<file path="src/rtl/seq_div_pkg.sv">
// -----------------------------------------------------------------------------
// seq_div_pkg
// Shared definitions for the sequential restoring divider:
//   - div_state_e   : controller states (IDLE, RUN, DONE)
//   - DIV_WIDTH_DEF : default operand/result width
//   - cnt_width()   : iteration counter width for a given operand width
//   - DIV_CNT_W     : counter width for the default operand width
// -----------------------------------------------------------------------------
package seq_div_pkg;

    typedef enum logic [1:0] {
        IDLE = 2'd0,
        RUN  = 2'd1,
        DONE = 2'd2
    } div_state_e;

    localparam int DIV_WIDTH_DEF = 16;

    // One extra bit so the counter can also hold WIDTH itself (sign fix-up cycle).
    function automatic int cnt_width(input int w);
        return $clog2(w) + 1;
    endfunction

    localparam int DIV_CNT_W = cnt_width(DIV_WIDTH_DEF);

endpackage

</file>
<file path="src/rtl/seq_div_16b_div_step.sv">
// -----------------------------------------------------------------------------
// div_step
// One combinational iteration of the restoring divider.
//   i_r       [WIDTH:0]   partial remainder before the step
//   i_q       [WIDTH-1:0] quotient/dividend shift register before the step
//   i_divisor [WIDTH-1:0] divisor (magnitude)
//   o_r       [WIDTH:0]   partial remainder after the step
//   o_q       [WIDTH-1:0] shift register after the step, new quotient bit in [0]
// The trial subtraction is built as R + ~{0,divisor} + 1; a missing carry-out
// is a borrow, meaning the trial went negative and R is restored.
// -----------------------------------------------------------------------------
module div_step #(
    parameter int WIDTH = 16
) (
    input  logic [WIDTH:0]   i_r,
    input  logic [WIDTH-1:0] i_q,
    input  logic [WIDTH-1:0] i_divisor,
    output logic [WIDTH:0]   o_r,
    output logic [WIDTH-1:0] o_q
);

    localparam int SUM_W = WIDTH + 2;

    logic [WIDTH:0] w_shift_r;
    logic [WIDTH:0] w_inv_div;
    logic [WIDTH:0] w_trial;
    logic           w_carry;
    logic           w_borrow;
    logic           w_unused_r_msb;

    // The stored remainder is always below the divisor, so its top bit is
    // zero and is shifted out without loss.
    assign w_unused_r_msb = i_r[WIDTH];

    assign w_shift_r = {i_r[WIDTH-1:0], i_q[WIDTH-1]};
    assign w_inv_div = ~{1'b0, i_divisor};

    assign {w_carry, w_trial} = {1'b0, w_shift_r} + {1'b0, w_inv_div} + SUM_W'(1);

    // With R < divisor the borrow equals the sign bit of the trial result.
    assign w_borrow = ~w_carry;

    assign o_r = w_borrow ? w_shift_r : w_trial;
    assign o_q = {i_q[WIDTH-2:0], ~w_borrow};

endmodule

</file>
<file path="src/rtl/seq_div_16b.sv">
// -----------------------------------------------------------------------------
// seq_div_16b
// Multi-cycle unsigned restoring divider with a start/done handshake.
// One quotient bit is produced per clock; results are held until the next
// accepted start.
//
// Ports:
//   clk          rising-edge clock
//   rst_n        asynchronous active-low reset
//   start        request, sampled in IDLE and DONE only
//   signed_mode  (SEQ_DIV_SIGNED_EN builds only) two's-complement operands
//   dividend     numerator, captured on accepted start
//   divisor      denominator, captured on accepted start
//   busy         high while iterating
//   done         one-cycle pulse, results valid from this cycle
//   quotient     result
//   remainder    result
//   div_by_zero  set with done when divisor was zero
//
// Build option: define SEQ_DIV_SIGNED_EN to add signed_mode. Signed operands
// are divided as magnitudes and fixed up in one extra RUN cycle.
//
// state | meaning
// IDLE  | waiting for start
// RUN   | iterating (plus the sign fix-up cycle in signed mode)
// DONE  | done pulse; start accepted here as in IDLE
// -----------------------------------------------------------------------------
module seq_div_16b
    import seq_div_pkg::*;
#(
    parameter int WIDTH = DIV_WIDTH_DEF
) (
    input  logic             clk,
    input  logic             rst_n,
    input  logic             start,
`ifdef SEQ_DIV_SIGNED_EN
    input  logic             signed_mode,
`endif
    input  logic [WIDTH-1:0] dividend,
    input  logic [WIDTH-1:0] divisor,
    output logic             busy,
    output logic             done,
    output logic [WIDTH-1:0] quotient,
    output logic [WIDTH-1:0] remainder,
    output logic             div_by_zero
);

    localparam int CNT_W = cnt_width(WIDTH);

    div_state_e       r_state;
    div_state_e       w_next_state;
    logic [CNT_W-1:0] r_cnt;
    logic [WIDTH:0]   r_r;
    logic [WIDTH-1:0] r_q;
    logic [WIDTH-1:0] r_div;
    logic [WIDTH-1:0] r_quot;
    logic [WIDTH-1:0] r_rem;
    logic             r_dbz;

    logic             w_accept;
    logic             w_last;
    logic             w_iter;
    logic             w_div_zero;
    logic [WIDTH:0]   w_r_nx;
    logic [WIDTH-1:0] w_q_nx;
    logic [WIDTH-1:0] w_op_a;
    logic [WIDTH-1:0] w_op_b;
    logic [WIDTH-1:0] w_res_q;
    logic [WIDTH-1:0] w_res_r;

    assign w_div_zero = (divisor == '0);

`ifdef SEQ_DIV_SIGNED_EN
    logic r_sgn;
    logic r_neg_q;
    logic r_neg_r;

    assign w_op_a = (signed_mode && dividend[WIDTH-1]) ? (~dividend + WIDTH'(1)) : dividend;
    assign w_op_b = (signed_mode && divisor[WIDTH-1])  ? (~divisor + WIDTH'(1))  : divisor;

    // Signed runs spend count==WIDTH on the fix-up instead of an iteration.
    assign w_iter  = (r_cnt != CNT_W'(WIDTH));
    assign w_last  = r_sgn ? (r_cnt == CNT_W'(WIDTH)) : (r_cnt == CNT_W'(WIDTH - 1));
    assign w_res_q = r_sgn ? (r_neg_q ? (~r_q + WIDTH'(1)) : r_q) : w_q_nx;
    assign w_res_r = r_sgn ? (r_neg_r ? (~r_r[WIDTH-1:0] + WIDTH'(1)) : r_r[WIDTH-1:0])
                           : w_r_nx[WIDTH-1:0];

    always_ff @(posedge clk or negedge rst_n) begin
        if (!rst_n) begin
            r_sgn   <= 1'b0;
            r_neg_q <= 1'b0;
            r_neg_r <= 1'b0;
        end else if (w_accept) begin
            r_sgn   <= signed_mode;
            r_neg_q <= signed_mode & (dividend[WIDTH-1] ^ divisor[WIDTH-1]);
            r_neg_r <= signed_mode & dividend[WIDTH-1];
        end
    end
`else
    assign w_op_a  = dividend;
    assign w_op_b  = divisor;
    assign w_iter  = 1'b1;
    assign w_last  = (r_cnt == CNT_W'(WIDTH - 1));
    assign w_res_q = w_q_nx;
    assign w_res_r = w_r_nx[WIDTH-1:0];
`endif

    div_step #(
        .WIDTH (WIDTH)
    ) u_div_step (
        .i_r       (r_r),
        .i_q       (r_q),
        .i_divisor (r_div),
        .o_r       (w_r_nx),
        .o_q       (w_q_nx)
    );

    always_ff @(posedge clk or negedge rst_n) begin
        if (!rst_n) begin
            r_state <= IDLE;
        end else begin
            r_state <= w_next_state;
        end
    end

    always_comb begin
        w_next_state = r_state;
        w_accept     = 1'b0;
        case (r_state)
            IDLE, DONE: begin
                if (start) begin
                    w_accept     = 1'b1;
                    w_next_state = w_div_zero ? DONE : RUN;
                end else if (r_state == DONE) begin
                    w_next_state = IDLE;
                end
            end
            RUN: begin
                if (w_last) begin
                    w_next_state = DONE;
                end
            end
            default: w_next_state = IDLE;
        endcase
    end

    always_ff @(posedge clk or negedge rst_n) begin
        if (!rst_n) begin
            r_cnt  <= '0;
            r_r    <= '0;
            r_q    <= '0;
            r_div  <= '0;
            r_quot <= '0;
            r_rem  <= '0;
            r_dbz  <= 1'b0;
        end else if (w_accept) begin
            r_cnt <= '0;
            r_r   <= '0;
            r_q   <= w_op_a;
            r_div <= w_op_b;
            r_dbz <= w_div_zero;
            // Divide-by-zero skips RUN, so its results are published here.
            if (w_div_zero) begin
                r_quot <= '1;
                r_rem  <= dividend;
            end
        end else if (r_state == RUN) begin
            r_cnt <= r_cnt + CNT_W'(1);
            if (w_iter) begin
                r_r <= w_r_nx;
                r_q <= w_q_nx;
            end
            if (w_last) begin
                r_quot <= w_res_q;
                r_rem  <= w_res_r;
            end
        end
    end

    assign busy        = (r_state == RUN);
    assign done        = (r_state == DONE);
    assign quotient    = r_quot;
    assign remainder   = r_rem;
    assign div_by_zero = r_dbz;

endmodule

</file>
<file path="config.mk">
export PLATFORM = sky130hd
export DESIGN_NAME = seq_div_16b
export DESIGN_NICKNAME = d
export VERILOG_FILES = /design/src/rtl/seq_div_pkg.sv /design/src/rtl/seq_div_16b_div_step.sv /design/src/rtl/seq_div_16b.sv
export SDC_FILE = /design/constraint.sdc
export NUM_CORES = 1
export LEC_CHECK = 0
export CORE_MARGIN = 4
export CORE_UTILIZATION = 50
export DETAILED_ROUTE_END_ITERATION = 7
export PLACE_DENSITY = 0.71
export SLEW_MARGIN = 20
export SYNTH_ARGS = -nofsm -noshare
export SYNTH_HDL_FRONTEND = slang
export SYNTH_HIERARCHICAL = 1
export SYNTH_SLANG_ARGS = --single-unit
</file>
<file path="constraint.sdc">
create_clock -name clk -period 7.51 [get_ports clk]
set_input_delay 1.8775 -clock clk [delete_from_list [all_inputs] [get_ports clk]]
set_output_delay 1.8775 -clock clk [all_outputs]
set_load 0.02 [all_outputs]
</file>
==> results.sh, run 1 <==
export IMPL_dp_hpwl_mm=7.71
export IMPL_hold_viol_final=0
export IMPL_use_met3=0.0267
export IMPL_min_from="r_div[8]"
export IMPL_critPathArrivalTime_ps=2120
export IMPL_clk_pin_slew_ps=90
export IMPL_syn_area_um2=4800
export IMPL_synth_area_per_cell_um2=9.78
export IMPL_use_met2=0.320
export IMPL_area_growth_pct=16.7
export IMPL_crit_start="r_state[1]"
export IMPL_clock_sinks=88
export IMPL_cts_tree="built"
export IMPL_start_kind="flop"
export IMPL_clockRootBuffer="clkbuf_8"
export IMPL_cts_setup_buffers=0
export IMPL_cts_resized_gates=0
export IMPL_core_area_um2=9280
export IMPL_post_route_min_period_ps=3990
export IMPL_cp_slowest_stage_delay_ps=700
export IMPL_r2r_start="r_r[2]"
export IMPL_setup_violations=0
export IMPL_met1_usage=0.280
export IMPL_maxSlewHeadroom=0.387
export IMPL_power_leakage_nw=2.51
export IMPL_fp_dieH_um=106
export IMPL_timing_final_crit_share=0.532
export IMPL_drive_gt1_frac=0.0892
export IMPL_peakVddDrop_mv=0.218
export IMPL_rsz0062_at_grt="false"
export IMPL_timing_fmax_mhz=250
export IMPL_cts_hold_buf=0
export IMPL_die_x_um=106
export IMPL_port_buffers=69
export IMPL_syn_nets=545
export IMPL_run_status="finished, final reports clean"
export IMPL_cp_required_ps=5630
export IMPL_slew_viol_final=0
export IMPL_ios=70
export IMPL_grt_usage=0.198
export IMPL_htreeDepth=3
export IMPL_drt_total_wl_mm=10.9
export IMPL_hold_class="flop to flop"
export IMPL_final_area_um2=5600
export IMPL_netlist_instances=491
export IMPL_final_setup_tns_ps=0
export IMPL_grt_pass1_wl_mm=18.0
export IMPL_drtAntennaViolNets=0
export IMPL_whs_ps=482
export IMPL_diodes=0
export IMPL_cp_cell_sequence="nand2b_2 -> inv_2 -> buf_4 -> clkdlybuf4s50_1"
export IMPL_die_area_um2=11200
export IMPL_clkLatencyLatePin_ps=360
export IMPL_path_class="flop to output port"
export IMPL_final_core_util=0.603
export IMPL_drt_iter0_drc=146
export IMPL_vias_per_cell=5.56
export IMPL_start_util=0.517
export IMPL_slowest_stage="clkdlybuf4s50_1"
export IMPL_nNetsFinal=587
export IMPL_drc_errors=0
export IMPL_place_area_um2=5390
export IMPL_ys_warn_count=6
export IMPL_cts_buffer_depth=2
export IMPL_antenna_found_initial=0
export IMPL_powerDensity_nw_per_um2=563
export IMPL_cts_buffers=9
export IMPL_top_usage_layer="met2"
export IMPL_end_kind="output port"
export IMPL_fin_skew_ps=14.1
export IMPL_dr_pass1_iters=4
export IMPL_vias=3708
export IMPL_grt_start_max_net_pins=89
export IMPL_grt_pass1_vias=3546
export IMPL_tightest_slew_ps=920
export IMPL_critical_path_max_fanout=39
export IMPL_wire_per_inst_um=16.4
export IMPL_maxCapViolations=0
export IMPL_placementRows=35
export IMPL_place_gp_congestion=0.863
export IMPL_grt_overflow_total=0
==> metal layers <==
metal | routed length [um] | share of wire
met5 | 0 | 0
met2 | 5140 | 0.47
met1 | 5050 | 0.46
met3 | 629 | 0.058
met4 | 109 | 0.010
==> power by group <==
group          total [mW]  switching [mW]  leakage [nW]  internal [mW]
sequential          0.874           0.163          1.04          0.711
clock               0.346           0.186         0.100          0.161
combinational        1.93           0.962          1.38          0.969
==> layout make-up <==
cell class	count	area, um2
fillers	805	3680
repair buffers	72	714
clock buffers	9	124
inverters	22	82.6
flip-flops and latches	88	2200
clock inverters	7	85.1
multi-input cells	340	2230
well taps	129	161
==> sequential cells by signal (all words and copies together) (netlist names) <==
register / count
div_by_zero: 1
quotient: 16
r_cnt: 5
r_div: 16
r_q: 16
r_r: 16
r_state: 2
remainder: 16
==> cells in the final DEF, fill, tap and decap left out, types with 3 or more instances in the layout <==
| cell | n |
|---|---|
| nor3_1 | 4 |
| xnor2_1 | 5 |
| clkdlybuf4s50_1 | 68 |
| mux2i_1 | 3 |
| o21ai_0 | 3 |
| nor2_1 | 40 |
| inv_1 | 21 |
| a22o_1 | 17 |
| dfrtp_1 | 88 |
| and3_1 | 4 |
| mux2_2 | 8 |
| nor4_1 | 3 |
| o21bai_1 | 3 |
| clkbuf_8 | 9 |
| a21oi_1 | 24 |
| ha_1 | 18 |
| a21o_1 | 8 |
| nand3_1 | 4 |
| nand2_1 | 93 |
| o221a_1 | 16 |
| nand2b_1 | 19 |
| buf_4 | 3 |
| o21ai_1 | 3 |
| mux2_4 | 5 |
| a22oi_1 | 16 |
| nand4_1 | 3 |
| xor2_1 | 8 |
==> worst paths after layout <==
kind,to,slack (ps),cells past startpoint
min in group asynchronous,quotient[15],1570,1
setup reg to reg,remainder[7],4400,9
hold reg to reg,r_div[8],480,2
max in group asynchronous,r_r[7],5370,1
setup / recovery,busy,3520,4
hold / removal,r_div[8],480,2
==> through the flow <==
step / cells / worst slack, ps / power, mW
finish: 667 / 3520 / 3.15
global route: 667 / 3410 / 3.38
CTS: 667 / 3490 / 3.15
detailed placement: 651 / 3600 / 2.79
global placement: 651 / 3600 / 2.74
floorplan: 491 / 4540 / 2.39
==> worst max-delay path: cells and delay by family, from the launching register on <==
kind                   cells  cell delay (ps)
buffers and inverters      3             1130
flip-flops                 1              380
AND/OR/NAND/NOR            1              230
No activity file was read; power rests on OpenSTA's default activity.
==> run 2: changes to the inputs <==
clock period = 3.9 ns   (was 7.51 ns; I/O delays follow)
==> run 2 against run 1 <==
Net effect: die area unchanged; combinational power rose by 92%; utilization unchanged; largest cell class unchanged; count of clock-buffer cells in the layout unchanged; non-clock buffer count grew 4; critical path depth is 5 higher; largest power group unchanged; wire length increased by 1.9%; global-route usage rose by 0.30 points.
==> results.sh, run 2 (same netlist as run 1, synthesis figures left out) <==
export IMPL_rsz0062_at_grt="false"
export IMPL_whs_ps=481
export IMPL_fin_skew_ps=14.3
export IMPL_p_seq_frac=0.283
export IMPL_drt_total_wl_mm=11.1
export IMPL_power_leakage_nw=2.52
export IMPL_die_area_um2=11200
export IMPL_dp_hpwl_mm=7.94
export IMPL_start_kind="flop"
export IMPL_cp_slowest_stage_delay_ps=560
export IMPL_peakVddDrop_mv=0.374
export IMPL_hold_viol_final=0
export IMPL_drive_gt1_frac=0.0959
export IMPL_clock_power_share=0.099
export IMPL_slowest_stage="a211o_1"
export IMPL_timing_final_crit_share=0.757
export IMPL_crit_family="compound AO/OA/AOI/OAI gates"
export IMPL_run_status="finished, final reports clean"
export IMPL_clkLatencyLatePin_ps=360
export IMPL_clockRootBuffer="clkbuf_8"
export IMPL_antenna_found_initial=0
export IMPL_r2r_start="r_r[7]"
export IMPL_placementRows=35
export IMPL_diodes=0
export IMPL_end_kind="flop"
export IMPL_drtAntennaViolNets=0
export IMPL_path_common_cell="o21ai_2"
export IMPL_whs_path_depth=2
export IMPL_start_util=0.517
export IMPL_worstRegToRegCells=9
export IMPL_cts_buffer_depth=2
export IMPL_hold_class="flop to flop"
export IMPL_grt_overflow_total=0
export IMPL_grt_pass1_vias=3593
export IMPL_tightest_slew_ps=796
export IMPL_cts_hold_buf=0
export IMPL_setup_violations=0
export IMPL_layout_common_cells="nand2_1 (93), dfrtp_1 (88), clkdlybuf4s50_1 (68), nor2_1 (40), a21oi_1 (24)"
export IMPL_cts_buffers=9
export IMPL_combPwrFrac=0.618
export IMPL_cts_setup_buffers=0
export IMPL_sw_frac_of_total=0.417
export IMPL_rrSetupSlack_ps=950
export IMPL_p_sw_mw=2.50
export IMPL_cts_tree="built"
export IMPL_place_gp_congestion=0.895
export IMPL_critPathArrivalTime_ps=3200
export IMPL_dr_pass1_iters=4
export IMPL_cp_required_ps=4150
export IMPL_grt_usage=0.201
export IMPL_fp_dieH_um=106
export IMPL_grt_pass1_wl_mm=18.1
export IMPL_core_area_um2=9280
export IMPL_mostFrequentLayoutCell="nand2_1"
export IMPL_min_from="r_div[12]"
export IMPL_cp_cell_sequence="ha_1 -> a21oi_4 -> o21ai_2 -> a221oi_2 -> o21ai_2 -> a211o_1 -> mux2_4 -> nand2b_1 -> o221a_1"
export IMPL_vias=3645
export IMPL_grt_start_max_net_pins=89
export IMPL_drc_errors=0
export IMPL_final_seq_area_um2=2200
export IMPL_maxSlewHeadroom=0.469
export IMPL_final_setup_tns_ps=0
export IMPL_wire_per_inst_um=16.6
export IMPL_die_x_um=106
export IMPL_whs_endpoint="r_div[12]"
export IMPL_cts_resized_gates=0
export IMPL_critPathBufInv=0
export IMPL_htreeDepth=3
export IMPL_port_buffers=69
export IMPL_critical_path_max_fanout=17
export IMPL_timing_fmax_mhz=339
export IMPL_p_int_mw=3.50
export IMPL_drt_iter0_drc=129
export IMPL_ios=70
export IMPL_multi_input_area_um2=2230
export IMPL_powerDensity_nw_per_um2=1070
export IMPL_post_route_min_period_ps=2950
export IMPL_path_class="flop to flop"
export IMPL_fill_cells=834
export IMPL_area_growth_pct=16.7
export IMPL_nNetsFinal=591
export IMPL_final_core_util=0.603
export IMPL_slew_viol_final=0
export IMPL_maxCapViolations=0
export IMPL_clock_sinks=88
export IMPL_r2r_end="remainder[10]"
export IMPL_vias_per_cell=5.43
export IMPL_clk_pin_slew_ps=90
[run 2: changes by cell type in the layout (fill, tap and decap cells not counted), sizes merged]
cell,previous run,this run
buf,4,8
bufinv,1,0
clkinv,0,3
clkinvlp,2,1
inv,26,25
[run 2: power by group through the flow]
stage / combinational, mW / clock, mW / sequential [mW]
4_1_cts: 3.72 / 0.602 / 1.70
3_5_place_dp: 3.71 / 0 / 1.71
5_1_grt: 4.05 / 0.650 / 1.75
6_report: 3.71 / 0.591 / 1.70
2_1_floorplan: 2.81 / 0 / 1.78
3_3_place_gp: 3.63 / 0 / 1.69
[run 2: metal layers]
layer | vias to the layer above | wire [um] | GRT usage
met4 | 0 | 138 | 0.0564
met5 | - | 0 | 0
li1 | 1794 | - | -
met1 | 1735 | 5250 | 0.288
met2 | 105 | 5100 | 0.311
met3 | 11 | 646 | 0.0413
[run 2: worst reg2reg max path, stage by stage (launching register included)]
cell,delay (ps)
dfrtp_1,440
ha_1,450
a21oi_4,190
o21ai_2,90
a221oi_2,260
o21ai_2,110
a211o_1,560
mux2_4,410
nand2b_1,180
o221a_1,150
[run 2: worst max-delay path by stage]
stage                    start             to  slack, ps  cells past startpoint
floorplan              r_q[15]   remainder[8]       1200                     12
global placement    divisor[2]  remainder[15]        960                      5
detailed placement  divisor[2]  remainder[11]        900                      5
CTS                     r_r[7]  remainder[11]        940                      9
global route            r_r[3]   remainder[0]        710                     10
finish                  r_r[7]  remainder[10]        950                      9
[run 2: stage by stage]
stage	setup WS, ps	cells	power (mW)	cell area (um2)
2_1_floorplan	1200	491	4.60	4800
3_3_place_gp	959	655	5.32	5420
3_5_place_dp	901	655	5.42	5420
4_1_cts	944	671	6.02	5600
5_1_grt	712	671	6.45	5600
6_report	949	671	6.00	5600
[run 2: cell type report]
class                      count  share of cell area
multi-input combinational    340               0.398
sequential                    88               0.393
timing repair buffer          76               0.133
tap                          129              0.0288
clock buffer                   9              0.0221
inverter                      22              0.0147
clock inverter                 7             0.00983
==> run 3: changes to the inputs <==
PLACE_DENSITY = 0.74   (was 0.71)
clock period = 2.5 ns   (was 3.9 ns; I/O delays follow)
==> run 3 against run 2 <==
Net effect: the run now ends with setup timing left; non-clock buffer count rose by 39; wire length rose by 10%; combinational power rose by 100%; final area up 11%; via count increased by 8.7%; clock power grew 78%; critical path depth up 3; count of clock-buffer cells in the layout unchanged; largest power group unchanged; sequential share of layout area decreased by 4.0 points; critical endpoint is now remainder[8]; worst setup slack lost 1100 ps; fmax is 10% higher.
==> results.sh, run 3 (same netlist as run 1, synthesis figures left out) <==
export IMPL_run_status="finished, violations left"
export IMPL_violations="setup timing"
export IMPL_slew_viol_final=0
export IMPL_critPathArrivalTime_ps=2920
export IMPL_area_growth_pct=29.9
export IMPL_die_x_um=106
export IMPL_rrSetupSlack_ps=-170
export IMPL_peakVddDrop_mv=0.791
export IMPL_dr_pass1_iters=5
export IMPL_crit_start="r_q[15]"
export IMPL_grt_start_max_net_pins=89
export IMPL_power_leakage_nw=2.79
export IMPL_die_area_um2=11200
export IMPL_diodes=0
export IMPL_start_util=0.517
export IMPL_maxSlewHeadroom=0.612
export IMPL_ios=70
export IMPL_slowest_stage="dfrtp_1"
export IMPL_path_common_cell="inv_2"
export IMPL_core_area_um2=9280
export IMPL_drc_errors=0
export IMPL_fill_cells=748
export IMPL_start_kind="flop"
export IMPL_grt_usage=0.213
export IMPL_cp_slowest_stage_delay_ps=400
export IMPL_drive_gt1_frac=0.201
export IMPL_clockRootBuffer="clkbuf_8"
export IMPL_fp_dieH_um=106
export IMPL_critical_path_max_fanout=3
export IMPL_vias_per_cell=5.58
export IMPL_antenna_found_initial=0
export IMPL_r2r_start="r_q[15]"
export IMPL_cp_required_ps=2750
export IMPL_end_kind="flop"
export IMPL_hold_class="input port to async pin"
export IMPL_grt_overflow_total=0
export IMPL_clkLatencyLatePin_ps=370
export IMPL_drt_iter0_drc=219
export IMPL_r2r_end="remainder[8]"
export IMPL_mostFrequentLayoutCell="nand2_1"
export IMPL_drtAntennaViolNets=0
export IMPL_placementRows=35
export IMPL_clk_pin_slew_ps=100
export IMPL_cts_hold_buf=0
export IMPL_clock_sinks=88
export IMPL_final_setup_tns_ps=-2510
export IMPL_cp_cell_sequence="inv_2 -> ha_4 -> inv_2 -> fa_2 -> a21o_1 -> a31o_4 -> a2111oi_4 -> nor3_2 -> xor2_1 -> mux2_4 -> nand2b_1 -> o221a_1"
export IMPL_final_seq_area_um2=2200
export IMPL_cts_tree="built"
export IMPL_setup_violations=29
export IMPL_grt_pass1_vias=3805
export IMPL_maxCapViolations=0
export IMPL_rsz0062_at_grt="true"
export IMPL_post_route_min_period_ps=2670
export IMPL_total_power_mw=11.3
export IMPL_fin_skew_ps=15.8
export IMPL_nNetsFinal=630
export IMPL_cts_buffers=9
export IMPL_worstRegToRegCells=12
export IMPL_dp_hpwl_mm=8.50
export IMPL_htreeDepth=3
export IMPL_hold_viol_final=0
export IMPL_grt_pass1_wl_mm=19.3
export IMPL_critPathBufInv=2
export IMPL_vias=3963
export IMPL_timing_fmax_mhz=374
export IMPL_drt_total_wl_mm=12.3
export IMPL_cts_buffer_depth=2
export IMPL_whs_ps=277
export IMPL_setup_ws_ps=-170
export IMPL_port_buffers=69
export IMPL_layout_common_cells="nand2_1 (93), dfrtp_1 (88), clkdlybuf4s50_1 (68), buf_4 (40), nor2_1 (39)"
export IMPL_wire_per_inst_um=17.3
export IMPL_tightest_slew_ps=581
export IMPL_powerDensity_nw_per_um2=1810
export IMPL_timing_final_crit_share=1.07
export IMPL_multi_input_area_um2=2450
export IMPL_crit_family="compound AO/OA/AOI/OAI gates"
export IMPL_place_gp_congestion=0.857
export IMPL_path_class="flop to flop"
run 3: cell types whose count changed in the layout (fill, tap and decap cells not counted), sizes merged:
cell,previous run,this run
bufinv,0,1
inv,25,24
clkbuf,9,11
buf,8,45
run 3: how the worst max path moves through the flow:
stage                          to  slack (ps)  cells after the start
floorplan           remainder[10]           6                     11
global placement    remainder[12]         -40                     12
detailed placement  remainder[12]         -90                     12
CTS                  remainder[8]         -80                     12
global route         remainder[8]        -260                     12
finish               remainder[8]        -170                     12
run 3: stage by stage:
step                setup WS, ps  area [um2]  std cells   util
global route                -256        6230        710  0.672
floorplan                   5.70        4830        491      -
finish                      -170        6230        710  0.672
CTS                        -77.5        6010        702  0.647
global placement           -44.2        5710        683  0.615
detailed placement         -94.0        5710        683  0.615
run 3: repair_timing:
item	CTS	global route
gates resized for setup	10	23
pin swaps	4	7
setup endpoints to repair	11	29
gates cloned	0	2
buffers inserted	3	6
run 3: metal layers:
| metal | part of all wire | wire length (um) | vias to the layer above | GRT usage |
|---|---|---|---|---|
| met3 | 0.053 | 657 | 20 | 0.0407 |
| met2 | 0.49 | 6060 | 134 | 0.351 |
| met4 | 0.014 | 175 | 0 | 0.0527 |
| met5 | 0 | 0 | - | 0 |
| met1 | 0.44 | 5400 | 1947 | 0.293 |
| li1 | - | - | 1862 | - |
run 3: where the power goes:
part / total, mW / switching, mW / internal, mW
Combinational: 7.54 / 3.53 / 4.01
Sequential: 2.67 / 0.537 / 2.14
Clock: 1.05 / 0.567 / 0.481
run 3: layout make-up:
class,count,share of cell area
multi-input combinational,340,0.394
sequential,88,0.353
timing repair buffer,115,0.180
tap,129,0.0259
clock buffer,9,0.0199
clock inverter,7,0.0142
inverter,22,0.0132
run 3: worst register-to-register path: stages (launching register included):
cell and delay, ps:
dfrtp_1 400, inv_2 80, ha_4 130, inv_2 30, fa_2 330, a21o_1 210
a31o_4 240, a2111oi_4 320, nor3_2 80, xor2_1 160, mux2_4 280, nand2b_1 150
o221a_1 130
